[src/rtl/user_input_pkg.sv]
// rtl/user_input_pkg.sv - shared event types, field positions and position width for user_input_events
package user_input_pkg;

    localparam int POS_W = 16;

    localparam logic [1:0] EV_ENC     = 2'b00;
    localparam logic [1:0] EV_PRESS   = 2'b01;
    localparam logic [1:0] EV_RELEASE = 2'b10;
    localparam logic [1:0] EV_OVF     = 2'b11;

    localparam int EV_TYPE_MSB = 31;
    localparam int EV_TYPE_LSB = 30;
    localparam int EV_CHAN_MSB = 29;
    localparam int EV_CHAN_LSB = 24;
    localparam int EV_PAY_MSB  = 15;

    function automatic logic [31:0] make_event(input logic [1:0] ev_type,
                                               input logic [5:0] chan,
                                               input logic [15:0] payload);
        logic [31:0] ev;
        ev = '0;
        ev[EV_TYPE_MSB:EV_TYPE_LSB] = ev_type;
        ev[EV_CHAN_MSB:EV_CHAN_LSB] = chan;
        ev[EV_PAY_MSB:0]            = payload;
        return ev;
    endfunction

endpackage

[src/rtl/user_input_quad.sv]
// rtl/user_input_quad.sv - one quadrature encoder channel; USER_INPUT_DETENT_EN selects per-detent counting
module user_input_quad
    import user_input_pkg::*;
(
    input  logic             clk,
    input  logic             rst_n,
    input  logic             quad_a,
    input  logic             quad_b,
    input  logic             clr,
    output logic [POS_W-1:0] position,
    output logic             pending
);

    logic [1:0] ab_s1, ab_s2, ab_cur, ab_prev;
    logic       primed;
    logic       dir_up, dir_dn;
    logic       step_up, step_dn;

    // Two-flop synchroniser plus sample register; left unreset so live levels flow through reset
    always_ff @(posedge clk) begin
        ab_s1  <= {quad_a, quad_b};
        ab_s2  <= ab_s1;
        ab_cur <= ab_s2;
    end

    // Gray-step direction between consecutive samples; double-bit changes fall to default
    always_comb begin
        dir_up = 1'b0;
        dir_dn = 1'b0;
        if (primed) begin
            case ({ab_prev, ab_cur})
                4'b00_10, 4'b10_11, 4'b11_01, 4'b01_00: dir_up = 1'b1;
                4'b10_00, 4'b11_10, 4'b01_11, 4'b00_01: dir_dn = 1'b1;
                default: ;
            endcase
        end
    end

`ifdef USER_INPUT_DETENT_EN
    logic signed [3:0] detent_acc, detent_sum;

    // A detent counts only when four same-direction sub-steps land back on AB=11
    always_comb begin
        detent_sum = detent_acc + (dir_up ? 4'sd1 : (dir_dn ? -4'sd1 : 4'sd0));
        step_up    = (ab_cur == 2'b11) && (detent_sum == 4'sd4);
        step_dn    = (ab_cur == 2'b11) && (detent_sum == -4'sd4);
    end

    // Sub-step accumulator restarts at every rest position so reversed partial moves cancel
    always_ff @(posedge clk) begin
        if (!rst_n)
            detent_acc <= '0;
        else if (ab_cur == 2'b11)
            detent_acc <= '0;
        else
            detent_acc <= detent_sum;
    end
`else
    assign step_up = dir_up;
    assign step_dn = dir_dn;
`endif

    // Position and pending flag; a fresh step outranks the arbiter clear so no motion is lost
    always_ff @(posedge clk) begin
        if (!rst_n) begin
            primed   <= 1'b0;
            ab_prev  <= '0;
            position <= '0;
            pending  <= 1'b0;
        end else begin
            primed  <= 1'b1;
            ab_prev <= ab_cur;
            if (step_up)
                position <= position + POS_W'(1);
            else if (step_dn)
                position <= position - POS_W'(1);
            if (step_up || step_dn)
                pending <= 1'b1;
            else if (clr)
                pending <= 1'b0;
        end
    end

endmodule

[src/rtl/user_input_events.sv]
// rtl/user_input_events.sv - encoder/button event block: debounce, priority arbiter, staging register and FWFT FIFO
module user_input_events
    import user_input_pkg::*;
#(
    parameter int NUM_ENCODERS      = 1,
    parameter int NUM_BUTTONS       = 5,
    parameter int DEBOUNCE_CYCLES   = 500000,
    parameter int FIFO_DEPTH        = 8,
    parameter int BUTTON_ACTIVE_LOW = 1
) (
    input  logic                      clk,
    input  logic                      rst_n,
    input  logic [NUM_ENCODERS-1:0]   quad_a,
    input  logic [NUM_ENCODERS-1:0]   quad_b,
    input  logic [NUM_BUTTONS-1:0]    buttons,
    output logic [31:0]               event_out,
    output logic                      event_out_stb,
    input  logic                      event_out_ack,
    output logic [16*NUM_ENCODERS-1:0] position_out,
    output logic                      overflow
);

    localparam int CNT_W = $clog2(DEBOUNCE_CYCLES);
    localparam int AW    = $clog2(FIFO_DEPTH);
    localparam int CW    = AW + 1;

    logic [POS_W-1:0]        enc_pos [NUM_ENCODERS];
    logic [NUM_ENCODERS-1:0] enc_pend, enc_clr;

    for (genvar k = 0; k < NUM_ENCODERS; k++) begin : g_enc
        user_input_quad u_quad (
            .clk      (clk),
            .rst_n    (rst_n),
            .quad_a   (quad_a[k]),
            .quad_b   (quad_b[k]),
            .clr      (enc_clr[k]),
            .position (enc_pos[k]),
            .pending  (enc_pend[k])
        );
        assign position_out[16*k +: 16] = enc_pos[k];
    end

    logic [NUM_BUTTONS-1:0] btn_s1, btn_s2, btn_s3, btn_level;
    logic [CNT_W-1:0]       db_cnt [NUM_BUTTONS];
    logic [NUM_BUTTONS-1:0] db_state, btn_toggle, btn_pend, btn_kind, btn_clr;
    logic [3:0]             drops;
    logic [15:0]            drop_cnt;
    logic [16:0]            drop_sum;
    logic                   ovf_clr;

    logic                   grant;
    logic [31:0]            grant_event;
    logic                   stage_valid;
    logic [31:0]            stage_data;
    logic [31:0]            fifo_mem [FIFO_DEPTH];
    logic [AW-1:0]          fifo_wptr, fifo_rptr;
    logic [CW-1:0]          fifo_count;
    logic                   fifo_rd, fifo_room;

    // Button synchroniser plus sample register, unreset like the encoder chains
    always_ff @(posedge clk) begin
        btn_s1 <= buttons;
        btn_s2 <= btn_s1;
        btn_s3 <= btn_s2;
    end

    assign btn_level = (BUTTON_ACTIVE_LOW != 0) ? ~btn_s3 : btn_s3;

    // Debounce expiry and drops: a change landing on a still-pending flag overwrites it
    always_comb begin
        btn_toggle = '0;
        drops      = '0;
        for (int b = 0; b < NUM_BUTTONS; b++) begin
            btn_toggle[b] = (btn_level[b] != db_state[b]) &&
                            (db_cnt[b] == CNT_W'(DEBOUNCE_CYCLES - 1));
            if (btn_toggle[b] && btn_pend[b] && !btn_clr[b])
                drops = drops + 4'd1;
        end
        drop_sum = {1'b0, (ovf_clr ? 16'd0 : drop_cnt)} + 17'(drops);
    end

    // Per-button stable-time counter, debounced state and pending press/release flag
    always_ff @(posedge clk) begin
        for (int b = 0; b < NUM_BUTTONS; b++) begin
            if (!rst_n) begin
                db_cnt[b]   <= '0;
                db_state[b] <= 1'b0;
                btn_pend[b] <= 1'b0;
                btn_kind[b] <= 1'b0;
            end else begin
                if (btn_level[b] == db_state[b] || btn_toggle[b])
                    db_cnt[b] <= '0;
                else
                    db_cnt[b] <= db_cnt[b] + CNT_W'(1);
                if (btn_toggle[b]) begin
                    db_state[b] <= ~db_state[b];
                    btn_pend[b] <= 1'b1;
                    btn_kind[b] <= ~db_state[b];
                end else if (btn_clr[b]) begin
                    btn_pend[b] <= 1'b0;
                end
            end
        end
    end

    // Saturating drop count for the marker payload; overflow is sticky until reset
    always_ff @(posedge clk) begin
        if (!rst_n) begin
            drop_cnt <= '0;
            overflow <= 1'b0;
        end else begin
            drop_cnt <= drop_sum[16] ? 16'hFFFF : drop_sum[15:0];
            if (drops != 4'd0)
                overflow <= 1'b1;
        end
    end

    assign fifo_rd   = event_out_stb && event_out_ack;
    // The staging slot counts against capacity so a granted event always finds room
    assign fifo_room = (fifo_count + CW'(stage_valid)) < (CW'(FIFO_DEPTH) + CW'(fifo_rd));

    // Fixed-priority grant: overflow marker, encoders ascending, then buttons ascending
    always_comb begin
        grant       = 1'b0;
        grant_event = '0;
        ovf_clr     = 1'b0;
        enc_clr     = '0;
        btn_clr     = '0;
        if (fifo_room) begin
            if (drop_cnt != 16'd0) begin
                grant       = 1'b1;
                ovf_clr     = 1'b1;
                grant_event = make_event(EV_OVF, 6'd0, drop_cnt);
            end
            for (int k = 0; k < NUM_ENCODERS; k++) begin
                if (!grant && enc_pend[k]) begin
                    grant       = 1'b1;
                    enc_clr[k]  = 1'b1;
                    grant_event = make_event(EV_ENC, 6'(k), enc_pos[k]);
                end
            end
            for (int b = 0; b < NUM_BUTTONS; b++) begin
                if (!grant && btn_pend[b]) begin
                    grant       = 1'b1;
                    btn_clr[b]  = 1'b1;
                    grant_event = make_event(btn_kind[b] ? EV_PRESS : EV_RELEASE, 6'(b), 16'd0);
                end
            end
        end
    end

    // Staging register and FIFO pointers; reset discards everything in flight
    always_ff @(posedge clk) begin
        if (!rst_n) begin
            stage_valid <= 1'b0;
            stage_data  <= '0;
            fifo_wptr   <= '0;
            fifo_rptr   <= '0;
            fifo_count  <= '0;
        end else begin
            stage_valid <= grant;
            stage_data  <= grant_event;
            if (stage_valid)
                fifo_wptr <= fifo_wptr + AW'(1);
            if (fifo_rd)
                fifo_rptr <= fifo_rptr + AW'(1);
            fifo_count <= fifo_count + CW'(stage_valid) - CW'(fifo_rd);
        end
    end

    // FIFO storage write port
    always_ff @(posedge clk) begin
        if (stage_valid)
            fifo_mem[fifo_wptr] <= stage_data;
    end

    assign event_out_stb = (fifo_count != '0);
    assign event_out     = event_out_stb ? fifo_mem[fifo_rptr] : 32'd0;

endmodule

[config.mk]
export PLATFORM = sky130hd
export DESIGN_NAME = user_input_events
export DESIGN_NICKNAME = d
export VERILOG_FILES = /design/src/rtl/user_input_pkg.sv /design/src/rtl/user_input_quad.sv /design/src/rtl/user_input_events.sv
export SDC_FILE = /design/constraint.sdc
export NUM_CORES = 1
export LEC_CHECK = 0
export BUFFER_PORTS_ARGS = -buffer_cell sky130_fd_sc_hd__buf_2
export CORE_MARGIN = 8
export CORE_UTILIZATION = 35
export CTS_CLUSTER_DIAMETER = 80
export DETAILED_ROUTE_END_ITERATION = 10
export PLACE_DENSITY = 0.5
export SETUP_SLACK_MARGIN = 0.1
export SLEW_MARGIN = 40
export SYNTH_ARGS = -nofsm -noshare
export SYNTH_HDL_FRONTEND = slang
export SYNTH_SLANG_ARGS = --single-unit
[constraint.sdc]
create_clock -name clk -period 8.35 [get_ports clk]
set_input_delay 1.2525 -clock clk [delete_from_list [all_inputs] [get_ports clk]]
set_output_delay 1.2525 -clock clk [all_outputs]
set_load 0.02 [all_outputs]
## After elaboration in Yosys (flattened, before gate mapping)

Memory sizes are Yosys's and may differ from the RTL's. A register that Yosys moved wholly into a read port is not among the register bits.
Cells that the tools add are included.

- Register bits: 111
- Memory bits (writable): 351
- Input bits: 10
- Output and inout port bits: 50
- Memories kept: 2

Memory list:

| memory | words | bits a word | rd ports | clocked after memory_dff | wr ports | line | RTL |
|---|---|---|---|---|---|---|---|
| fifo_mem | 8 | 32 | 1 | 1 | 1 | user_input_events.sv:55 | `logic [31:0] fifo_mem [FIFO_DEPTH];` |
| db_cnt | 5 | 19 | 5 | 0 | 5 | user_input_events.sv:44 | `logic [CNT_W-1:0] db_cnt [NUM_BUTTONS];` |

- Add/subtract/negate cells: 17
- Order comparisons: 1
- Eq/ne operators: 23
- Mux-type cells: 106
- Bitwise operators: 18
- Reductions and logical operators: 55

Operators with widths:

| operator | count |
|---|---|
| 32-bit two-way mux | 8 |
| 19-bit two-way mux | 10 |
| 19-bit by 1-bit adder with 19-bit output (second input constant) | 5 |
| 19-bit == test (second input constant) | 5 |
| 1-bit two-way mux | 72 |
| 16-bit two-way mux | 4 |
| 1-bit logical AND | 22 |
| 16-bit by 4-bit adder with 17-bit output | 1 |
| 16-bit by 1-bit adder with 16-bit output (second input constant) | 1 |
| 4-bit by 1-bit adder with 4-bit output (second input constant) | 4 |
| 4-bit == test (second input constant) | 4 |
| 4-bit two-way mux | 4 |
| 16-bit nonzero test | 1 |
| 16-bit by 1-bit subtractor with 16-bit output (second input constant) | 1 |
| 2-bit nonzero test | 7 |
| 1-bit logical NOT | 11 |
| 2-bit two-way mux | 5 |
| 1-bit bitwise OR | 10 |
| 4-bit by 3-bit == test with 1-bit output (second input constant) | 2 |
| 4-bit nonzero test | 2 |
| 4-bit OR reduction | 2 |
| 8-bit OR reduction | 1 |
| 1-bit NOT | 7 |
| 7-bit OR reduction | 1 |
| other kinds (15) | 30 |

## Longest topological paths before layout

Gate-level depths: netlist (run 1).

- Depth after elaboration: 42
- Gate-level depth with buffers: 31
- Gate-level depth less buffers: 30

## Modules after synthesis

Synthesis (run 1) repeated with hierarchy kept, for this count alone.

- Cell total of the unflattened synthesis: 1345
- Area, all modules: 16641.0 µm²

By module, submodules not included:

| module | instances | cells each | area an instance (µm²) |
|---|---|---|---|
| user_input_events | 1 | 1140 | 14901.8 |
| user_input_quad | 1 | 205 | 1739.2 |

## Worst setup path after synthesis (run 1)

OpenSTA, ideal clock, no wires.

- Path kind: input-to-reg
- From: input event_out_ack
- To: register drop_cnt[10]
- Data arrival time: 6117 ps
- Path slack: 2173 ps
- Stages on the path: 27
- Path through: nand2_1 -> inv_1 -> ha_1 -> ha_1 -> a211oi_1 -> clkbuf_1 -> o31ai_1 -> or2_2 -> inv_1 -> ha_1 -> xor2_1 -> ha_1 -> nand2_1 -> o21ai_0 -> ha_1 -> or2_2 -> and2_1 -> inv_1 -> fa_1 -> nor2b_1 -> o21ai_0 -> nand2b_1 -> nor2b_1 -> nor3b_1 -> nand3_1 -> o21ai_0 -> and2_1

- Cells in the longest elaborated chain, start to end: 17
- Elaborated cells between the ends (all ways): 27

Ends and longest elaborated chain:

| element | line | RTL |
|---|---|---|
| start: declaration | user_input_events.sv:18 | `input logic event_out_ack,` |
| 1-bit logical AND * | user_input_events.sv:118 | `assign fifo_rd = event_out_stb && event_out_ack;` |
| 4-bit by 1-bit adder with 4-bit output * | user_input_events.sv:120 | `assign fifo_room = (fifo_count + CW'(stage_valid)) < (CW'(FIFO_DEPTH) + CW'(fifo_rd));` |
| 4-bit < comparator * | user_input_events.sv:120 |  |
| 5-bit two-way mux | user_input_events.sv:129 | `if (fifo_room) begin` |
| 1-bit logical NOT | user_input_events.sv:76 | `if (btn_toggle[b] && btn_pend[b] && !btn_clr[b])` |
| 1-bit logical AND | user_input_events.sv:76 |  |
| 1-bit two-way mux | user_input_events.sv:76 |  |
| 4-bit by 1-bit adder with 4-bit output | user_input_events.sv:77 | `drops = drops + 4'd1;` |
| 4-bit two-way mux | user_input_events.sv:76 |  |
| 4-bit by 1-bit adder with 4-bit output | user_input_events.sv:77 |  |
| 4-bit two-way mux | user_input_events.sv:76 |  |
| 4-bit by 1-bit adder with 4-bit output | user_input_events.sv:77 |  |
| 4-bit two-way mux | user_input_events.sv:76 |  |
| 4-bit by 1-bit adder with 4-bit output | user_input_events.sv:77 |  |
| 4-bit two-way mux | user_input_events.sv:76 |  |
| 16-bit by 4-bit adder with 17-bit output * | user_input_events.sv:79 | `drop_sum = {1'b0, (ovf_clr ? 16'd0 : drop_cnt)} + 17'(drops);` |
| 16-bit two-way mux * | user_input_events.sv:112 | `drop_cnt <= drop_sum[16] ? 16'hFFFF : drop_sum[15:0];` |
| end signal: assignment | user_input_events.sv:112 |  |
| end: declaration | user_input_events.sv:47 | `logic [15:0] drop_cnt;` |

Mark *: on every way between the ends. The rest lies on a longest branch, timed or not.
A chain may end at the register's enable or synchronous reset.

## Worst setup path in the final report (run 1)

- From: register fifo_count[0]
- To: register drop_cnt[10]

- Cells in the longest elaborated chain, start to end: 18
- Elaborated cells between the ends (all ways): 29

Ends and longest elaborated chain:

| element | line | RTL |
|---|---|---|
| start: declaration | user_input_events.sv:57 | `logic [CW-1:0] fifo_count;` |
| start signal: assignment | user_input_events.sv:167 | `fifo_count <= fifo_count + CW'(stage_valid) - CW'(fifo_rd);` |
| 4-bit nonzero test | user_input_events.sv:177 | `assign event_out_stb = (fifo_count != '0);` |
| 1-bit logical AND | user_input_events.sv:118 |  |
| 4-bit by 1-bit adder with 4-bit output | user_input_events.sv:120 |  |
| 4-bit < comparator * | user_input_events.sv:120 |  |
| 5-bit two-way mux | user_input_events.sv:129 |  |
| 1-bit logical NOT | user_input_events.sv:76 |  |
| 1-bit logical AND | user_input_events.sv:76 |  |
| 1-bit two-way mux | user_input_events.sv:76 |  |
| [2 not listed] | n/a |  |
| 4-bit by 1-bit adder with 4-bit output | user_input_events.sv:77 |  |
| 4-bit two-way mux | user_input_events.sv:76 |  |
| 4-bit by 1-bit adder with 4-bit output | user_input_events.sv:77 |  |
| 4-bit two-way mux | user_input_events.sv:76 |  |
| 4-bit by 1-bit adder with 4-bit output | user_input_events.sv:77 |  |
| 4-bit two-way mux | user_input_events.sv:76 |  |
| 16-bit by 4-bit adder with 17-bit output * | user_input_events.sv:79 |  |
| 16-bit two-way mux * | user_input_events.sv:112 |  |

Marked as above.

==> results of run 1 <==
==> through the flow <==
step | power [mW] | utilization (%) | hold slack [ns]
3_3_place_gp | 3.05 | 38.0 | 0.314
6_report | 4.87 | 41.5 | 0.326
2_1_floorplan | 2.77 | - | 0.310
5_1_grt | 5.11 | 41.5 | 0.330
4_1_cts | 4.96 | 41.5 | 0.325
3_5_place_dp | 3.05 | 38.4 | 0.312
==> sequential cells by signal, indices dropped and copies added, names as in the netlist, named ones only <==
register               count
g_enc.u_quad.primed        1
stage_valid                1
overflow                   1
g_enc.u_quad.ab_s2         2
g_enc.u_quad.ab_s1         2
btn_pend                   5
g_enc.u_quad.ab_cur        2
fifo_mem                 168
stage_data                21
db_state                   2
btn_s1                     5
btn_s3                     5
fifo_wptr                  3
btn_s2                     5
g_enc.u_quad.ab_prev       2
drop_cnt                  16
btn_kind                   3
g_enc.u_quad.pending       1
fifo_rptr                  3
fifo_count                 4
g_enc.u_quad.position     16
db_cnt                    95
==> synth_stat cells, types with 10 or more instances <==
cell type,instances
and2_1,34
and3_1,24
dfxtp_1,103
a21boi_0,14
nor4_1,11
nand3_1,55
or3_1,12
edfxtp_1,263
mux2i_1,26
clkbuf_1,38
ha_1,34
nand2_1,95
inv_1,29
mux4_2,42
nor3_1,15
nand4_1,14
buf_4,11
a21oi_1,42
nand2b_1,10
nor2_1,167
xnor2_1,45
xor2_1,76
o21ai_0,37
==> cell families (layout without fill, tap and decap cells) <==
kind of cell    count (synthesis)  in the layout  share of synthesized area [%]
simple gates                  494            494                           15.1
fa+ha+maj                      36             36                           2.84
compound gates                131            131                           4.93
xor+xnor                      121            121                           6.48
buf+inv                        84            171                           2.27
flops                         366            366                           60.9
other cells                     2            106                         0.0459
mux                            69             69                           7.44
==> path summary, 6_finish.rpt <==
path                             from                  endpoint  slack [ns]  cells past startpoint
max                     fifo_count[0]              drop_cnt[10]        1.86                     29
min reg2reg  g_enc[0].u_quad.ab_s1[0]  g_enc[0].u_quad.ab_s2[0]        0.33                      0
min          g_enc[0].u_quad.ab_s1[0]  g_enc[0].u_quad.ab_s2[0]        0.33                      0
max reg2reg             fifo_count[0]              drop_cnt[10]        1.86                     29
==> final cells by class <==
| type | instances | share of cell area (%) |
|---|---|---|
| inverter | 29 | 0.566 |
| tap | 607 | 3.95 |
| sequential | 366 | 51.8 |
| clock inverter | 16 | 0.989 |
| timing repair buffer | 63 | 2.46 |
| multi-input combinational | 957 | 33.8 |
| clock buffer | 63 | 6.46 |
==> power by group through the flow <==
stage	combinational [mW]	sequential (mW)	clock [mW]
floorplan	0.656	2.11	0
global placement	0.916	2.13	0
detailed placement	0.921	2.13	0
CTS	0.924	2.09	1.94
global route	0.999	2.10	2.01
finish	0.900	2.09	1.88
==> placed cells by master, fill, tap and decap left out, types with 6 or more instances in the layout <==
cell         n
a21boi_0    14
a21oi_1     42
a31oi_1      9
and2_1      34
and3_1      24
and4_1       9
buf_16       6
buf_2       48
buf_4        9
clkbuf_1    12
clkbuf_16   44
clkbuf_8     7
clkinv_2     8
conb_1     106
dfxtp_1    101
edfxtp_1   263
ha_1        34
inv_1       29
mux2i_1     26
mux4_2      42
nand2_1     95
nand2b_1    10
nand3_1     55
nand4_1     14
nor2_1     161
nor2_4       6
nor2b_1      9
nor3_1      13
nor4_1      10
nor4b_1      8
o21a_1       6
o21ai_0     37
or2_2        9
or3_1       12
xnor2_1     45
xor2_1      76
==> per-layer routing <==
metal / global-route usage, % / share of wire (%) / vias to the layer above
met5: 0 / 0 / -
met4: 4.33 / 2.4 / 0
met3: 2.25 / 3.6 / 49
met2: 20.1 / 46 / 122
met1: 16.6 / 48 / 4778
li1: - / - / 4954
==> reports/summary.txt, run 1 <==
number of global-route vias before repair = 9944
Setup TNS Final = 0 ns
total CTS buffers = 43
worst slack at placement = 1.38 ns
Post-DP Area = 0.0178 mm^2
Core Area = 0.0464 mm^2
Final min period = 6.49 ns
HPWL Detailed = 22200 um
first-pass detailed-route iteration total = 6
Least-Margin Pin Slew = 0.764 ns
std cell rows = 79
via count = 9903
final setup fails = 0
ANT nets after route = 0
Sw Share = 28.0%
largest net degree at the start of global routing = 66
FMAX = 154 MHz
die width = 232 um
Slew Viols, Final = 0
P per Cell Area = 253 mW/mm^2
Setup WS post-layout = 1.86 ns
clk sinks = 366
gr usage total = 12.4%
Starting Density = 35.3%
skew final = 0.0134 ns
Logic pwr share = 18.5%
share of cells above drive strength 1 = 13.5%
Register Area = 0.00996 mm^2
Max clock buf depth = 3
CP Capture Type = flip-flop
Crit path buffers/inverters = 5
Final period util = 77.7%
initial antenna violation count = 0
die height = 232 um
Switch Pwr = 1.36 mW
total length of routed wires = 33200 um
Reg power frac = 42.9%
most used cell, CP = ha_1
outcome = complete, no violations
slew margin rel. = 48.9%
1st-iter DRT viols = 547
Pleak = 6.84 nW
area of the multi-input gates = 0.00650 mm^2
wire per inst = 15.8 um
# IOs = 60
Clk pwr share = 38.6%
first-pass GRT wire length = 53800 um
EDFF count, synth = 263
largest cells by area after synthesis = edfxtp_1 (48%), dfxtp_1 (13%), mux4_2 (5.8%)
post-cts resize count = 0
CTS root buffer = clkbuf_16
Max Cap Viol = 0
global route overflow = 0
CP max FO = 11
Yosys reg bits = 366
Post-CTS Setup Inserts = 0
CP delay by family, top = simple AND/OR/NAND/NOR gates
GP Congestion = 0.761
drt drc = 0
PortBufs = 48
Max H-tree Level = 2
CP Class = flip-flop to flip-flop
non-filler cells, final = 2101
RSZ-0062 raised after global routing = false
Worst-path clk slew = 0.06 ns
Synth warnings = 0
routed vias/inst = 4.71
biggest area consumer among synthesized cells = edfxtp_1
worst skew pair latency = 0.56 ns
Filler cells = 4339
Final Hold Vio Count = 0
Seq/Total Area, Yosys = 60.9%
Syn Inst Count = 1303
Synth top area share = 48.3%
critical path launch point type = flip-flop
DP Cell Count = 2022
mean post-synth cell area = 12.6 um^2
critical path's largest stage delay = 0.55 ns
Yosys cell types = 61
post-synth design cell area = 0.0164 mm^2
Int Power = 3.50 mW
CTS tree = yes
post-route cell area = 0.0192 mm^2
worst path arrival time = 7.00 ns
worst vdd ir = 214 uV
Async S/R FF share, synth = 0%
Die ar. = 0.0539 mm^2
nets = 1506
Area growth syn-to-layout = 17.5%
CTS Hold Bufs = 0
CP max stage cell = nor3b_1
Inserted Diodes = 0
Worst Path Required = 8.85 ns
Hold Crit Class = flip-flop to flip-flop
top_reg_cell synth = edfxtp_1
Note: power is estimated with default switching activity, not from simulation.
==> run 2, diff against run 1 <==
--- a/config.mk
+++ b/config.mk
@@ -10,7 +10,7 @@
 export CORE_UTILIZATION = 35
 export CTS_CLUSTER_DIAMETER = 80
 export DETAILED_ROUTE_END_ITERATION = 10
-export PLACE_DENSITY = 0.5
+export PLACE_DENSITY = 0.52
 export SETUP_SLACK_MARGIN = 0.1
 export SLEW_MARGIN = 40
 export SYNTH_ARGS = -nofsm -noshare
==> constraint.sdc (replaced) <==
create_clock -name clk -period 5.2 [get_ports clk]
set_input_delay 0.78 -clock clk [delete_from_list [all_inputs] [get_ports clk]]
set_output_delay 0.78 -clock clk [all_outputs]
set_load 0.02 [all_outputs]
==> run 2 against run 1 <==
  * Via count rose by 2.1%
  * Final cell count rose by 2.0%
  * Final area up 2.2%
  * Clock power up 53%
  * Die area did not move
  * Utilization is 0.93 points higher
  * Power grew 60%
  * Global-route usage grew 0.056 points
  * Largest power group unchanged
==> reports/summary.txt, run 2 (synthesis results as in run 1) <==
outcome = complete, no violations
CP Capture Type = flip-flop
CP max stage cell = fa_2
via count = 10.1k
P per Cell Area = 396 mW/mm^2
CTS root buffer = clkbuf_16
highest routed layer = met4
number of global-route vias before repair = 10.3k
die height = 232 um
first-pass GRT wire length = 54300 um
Register Area = 0.00997 mm^2
1st-iter DRT viols = 521
max reg flops = 168
std cell rows = 79
Final period util = 96.8%
# IOs = 60
total CTS buffers = 42
most frequent cells in the layout = edfxtp_1 (263), nor2_1 (159), conb_1 (106)
CTS tree = yes
Final min period = 5.03 ns
clk sinks = 366
worst skew pair latency = 0.57 ns
CP Class = flip-flop to flip-flop
total length of routed wires = 33700 um
share of cells above drive strength 1 = 18.2%
Die ar. = 0.0539 mm^2
Pleak = 7.01 nW
worst vdd ir = 222 uV
CP max FO = 6
first-pass detailed-route iteration total = 4
met3 wire length = 1310 um
Final Hold Vio Count = 0
GP Congestion = 0.754
worst hold path endpoint = btn_s3[1]
RSZ-0062 raised after global routing = true
nets = 1548
ANT nets after route = 0
Inserted Diodes = 0
routed vias/inst = 4.72
wire per inst = 15.7 um
Final Hold Slack = 0.327 ns
FF-to-FF Start = fifo_count[0]
area of the multi-input gates = 0.00675 mm^2
final setup fails = 0
initial antenna violation count = 2
Tot Pwr = 7.79 mW
Least-Margin Pin Slew = 0.774 ns
r2r worst-path depth = 29
Area growth syn-to-layout = 20.2%
gr usage total = 12.5%
Max clock buf depth = 3
Worst Path Required = 5.66 ns
Slew Viols, Final = 0
Crit path buffers/inverters = 5
largest registers = fifo_mem: 168 flops, db_cnt: 95 flops, stage_data: 21 flops
CP delay by family, top = simple AND/OR/NAND/NOR gates
Starting Density = 35.3%
cell count of the worst hold path = 0
CTS Hold Bufs = 0
PortBufs = 48
Core Area = 0.0464 mm^2
Filler cells = 4350
Max Cap Viol = 0
die width = 232 um
r2r endpoint = drop_cnt[14]
critical path's largest stage delay = 0.36 ns
largest net degree at the start of global routing = 52
M1 wire length = 16000 um
Worst-path clk slew = 0.06 ns
hold_sp = btn_s2[1]
Biggest register = fifo_mem
global route overflow = 0
FMAX = 199 MHz
skew final = 0.0260 ns
met2 wire length = 15700 um
Hold Crit Class = flip-flop to flip-flop
HPWL Detailed = 22000 um
critical path launch point type = flip-flop
R2R setup slack = 0.17 ns
Max H-tree Level = 2
commonest non-fill, non-tap cell in the layout = edfxtp_1
drt drc = 0
worst path arrival time = 5.49 ns
slew margin rel. = 48.3%
## run 2: changes by cell type in the layout (fill, tap and decap cells not counted), moves of 6 or more
cell,previous run,this run
a21boi_0,14,8
a21boi_1,0,6
buf_16,6,0
buf_4,9,48
buf_8,0,6
o21ai_0,37,31
## run 2: worst max path at each step
stage	startpoint	end	slack (ns)	depth (start not counted)
2_1_floorplan	fifo_count[2]	drop_cnt[15]	0.07	28
3_3_place_gp	event_out_ack	drop_cnt[15]	-0.12	25
3_5_place_dp	event_out_ack	drop_cnt[4]	-0.23	25
4_1_cts	fifo_count[2]	drop_cnt[15]	0.10	27
5_1_grt	fifo_count[2]	drop_cnt[14]	-0.08	29
6_report	fifo_count[0]	drop_cnt[14]	0.17	29
## run 2: layout make-up
| class | instances | area share (%) |
|---|---|---|
| clock inverters | 19 | 0.973 |
| multi-input cells | 958 | 34.3 |
| well taps | 607 | 3.86 |
| clock buffers | 59 | 5.92 |
| inverters | 29 | 0.566 |
| repair buffers | 105 | 3.68 |
| flip-flops and latches | 366 | 50.7 |
## run 2: where the power goes
group | internal [mW] | total (mW) | switching, mW
clock network | 1.68 | 2.88 | 1.20
registers | 3.23 | 3.36 | 0.133
logic | 0.658 | 1.55 | 0.889
## run 2: layer usage
| layer | track usage, % | up-vias |
|---|---|---|
| li1 | - | 5024 |
| met1 | 16.7 | 4904 |
| met2 | 20.5 | 134 |
| met3 | 2.21 | 48 |
| met4 | 3.78 | 0 |
| met5 | 0 | - |
## run 2: stage by stage
stage | utilization [%] | cell area, um^2 | instances | TNS, ns | setup WS [ns]
after floorplan | - | 16900 | 1407 | 0 | 0.0679
final | 42.4 | 19700 | 2143 | 0 | 0.169
after detailed placement | 38.9 | 18000 | 2049 | -2.84 | -0.235
after global placement | 38.8 | 18000 | 2046 | -1.17 | -0.121
after CTS | 42.0 | 19500 | 2131 | 0 | 0.102
after global routing | 42.4 | 19700 | 2143 | -0.444 | -0.0839
## run 2: repair_timing
action                     4_1_cts  5_1_grt
pin swaps                        8       23
resized for setup                5       32
setup endpoints to repair       15       16
cloned                           0        1
buffers inserted                 4        8
hold endpoints to repair         0        0
==> run 3, diff against run 2 <==
--- a/config.mk
+++ b/config.mk
@@ -6,6 +6,7 @@
 export NUM_CORES = 1
 export LEC_CHECK = 0
 export BUFFER_PORTS_ARGS = -buffer_cell sky130_fd_sc_hd__buf_2
+export CORE_ASPECT_RATIO = 1.75
 export CORE_MARGIN = 8
 export CORE_UTILIZATION = 35
 export CTS_CLUSTER_DIAMETER = 80
==> run 3 against run 2 <==
  * Critical path depth down 2
  * Maximum frequency up 0.45%
  * Worst hold slack worse by 0.0024 ns
  * Worst setup slack better by 0.022 ns
  * Sequential cell count unchanged
  * Combinational power down 3%
  * Power down 3.6%
  * Non-clock buffer count down 3
  * Final cell count down 1.7%
  * Final area down 0.88%
  * Clock power down 9.7%
  * Clock skew down 0.015 ns
  * Critical path type unchanged
==> reports/summary.txt, run 3 (synthesis results as in run 1) <==
HPWL Detailed = 24000 um
share of cells above drive strength 1 = 17.2%
worst path arrival time = 5.48 ns
hold_sp = btn_s1[1]
Max H-tree Level = 2
max reg flops = 168
Area growth syn-to-layout = 19.1%
most used cell, CP = ha_4
Max clock buf depth = 3
FF-to-FF Start = fifo_count[2]
die height = 302 um
Final period util = 96.3%
met2 wire length = 19500 um
total length of routed wires = 34600 um
worst skew pair latency = 0.52 ns
Slew Viols, Final = 0
Tot Pwr = 7.51 mW
slew margin rel. = 46.5%
final setup fails = 0
Worst-path clk slew = 0.06 ns
Die ar. = 0.0542 mm^2
CP max stage cell = or3_4
Hold Crit Class = flip-flop to flip-flop
CP max FO = 5
# IOs = 60
most frequent cells in the layout = edfxtp_1 (263), nor2_1 (160), conb_1 (106)
critical path's largest stage delay = 0.40 ns
PortBufs = 48
CTS tree = yes
commonest non-fill, non-tap cell in the layout = edfxtp_1
CTS root buffer = clkbuf_16
nets = 1539
Max Cap Viol = 0
gr usage total = 12.9%
1st-iter DRT viols = 476
Worst Path Required = 5.67 ns
number of global-route vias before repair = 10.5k
Final Hold Vio Count = 0
Core Area = 0.0465 mm^2
met3 wire length = 932 um
die width = 179 um
Register Area = 0.00997 mm^2
routed vias/inst = 4.81
skew final = 0.0107 ns
Worst setup startpoint = fifo_count[2]
wire per inst = 16.4 um
Least-Margin Pin Slew = 0.801 ns
first-pass detailed-route iteration total = 4
Biggest register = fifo_mem
CTS Hold Bufs = 0
largest net degree at the start of global routing = 47
critical path launch point type = flip-flop
P per Cell Area = 385 mW/mm^2
Setup TNS Final = 0 ns
clk sinks = 366
GP Congestion = 0.797
Inserted Diodes = 0
via count = 10.1k
std cell rows = 105
Pleak = 6.96 nW
Starting Density = 35.2%
FMAX = 200 MHz
highest routed layer = met4
outcome = complete, no violations
M1 wire length = 13400 um
worst vdd ir = 244 uV
Filler cells = 4431
ANT nets after route = 0
drt drc = 0
total CTS buffers = 37
global route overflow = 0
initial antenna violation count = 0
CP Class = flip-flop to flip-flop
first-pass GRT wire length = 56000 um
largest registers = fifo_mem: 168 flops, db_cnt: 95 flops, stage_data: 21 flops
area of the multi-input gates = 0.00672 mm^2
CP Capture Type = flip-flop
Final min period = 5.01 ns
RSZ-0062 raised after global routing = true
run 3: what timing repair did:
action / 4_1_cts / 5_1_grt
endpoints found under the setup margin: 15 / 16
pin swaps: 8 / 16
setup buffers: 4 / 7
resized for setup: 5 / 22
run 3: cell type report:
type | instances | area share [%]
flip-flops and latches | 366 | 51.1
multi-input cells | 957 | 34.5
clock buffers | 52 | 5.31
repair buffers | 102 | 4.03
well taps | 588 | 3.77
clock inverters | 13 | 0.674
inverters | 29 | 0.571
run 3: routing by layer:
metal | global-route usage [%] | vias to the layer above
met1 | 13.1 | 4950
li1 | - | 5006
met2 | 26.2 | 128
met5 | 0 | -
met4 | 4.32 | 0
met3 | 1.76 | 56
run 3: where the power goes:
part	switching [mW]	internal (mW)	total, mW	leakage, nW
clock network	1.11	1.50	2.60	0.569
logic	0.853	0.659	1.51	3.08
registers	0.168	3.23	3.40	3.30
total	2.13	5.39	7.51	6.96
run 3: final timing paths:
| kind | depth (start not counted) | endpoint | slack (ns) |
|---|---|---|---|
| max | 27 | drop_cnt[11] | 0.19 |
| max reg2reg | 27 | drop_cnt[11] | 0.19 |
| min reg2reg | 0 | btn_s2[1] | 0.32 |
| min | 0 | btn_s2[1] | 0.32 |
run 3: stage by stage:
stage	hold slack, ns	utilization, %	worst slack (ns)	instance area (um^2)	std cells
after floorplan	0.310	-	0.0679	16900	1407
after global placement	0.311	38.6	-0.125	18000	2025
after detailed placement	0.312	39.0	-0.198	18100	2031
after CTS	0.327	41.6	0.0874	19400	2100
after global routing	0.329	41.9	-0.0318	19500	2107
final	0.325	41.9	0.191	19500	2107
run 3: critical path: cells and delay by family, from the launching register on:
kind	cells	cell delay [ns]
compound gates	7	0.79
xor+xnor	2	0.36
fa+ha+maj	5	1.04
buf+inv	6	0.61
flops	1	0.36
simple gates	7	1.80
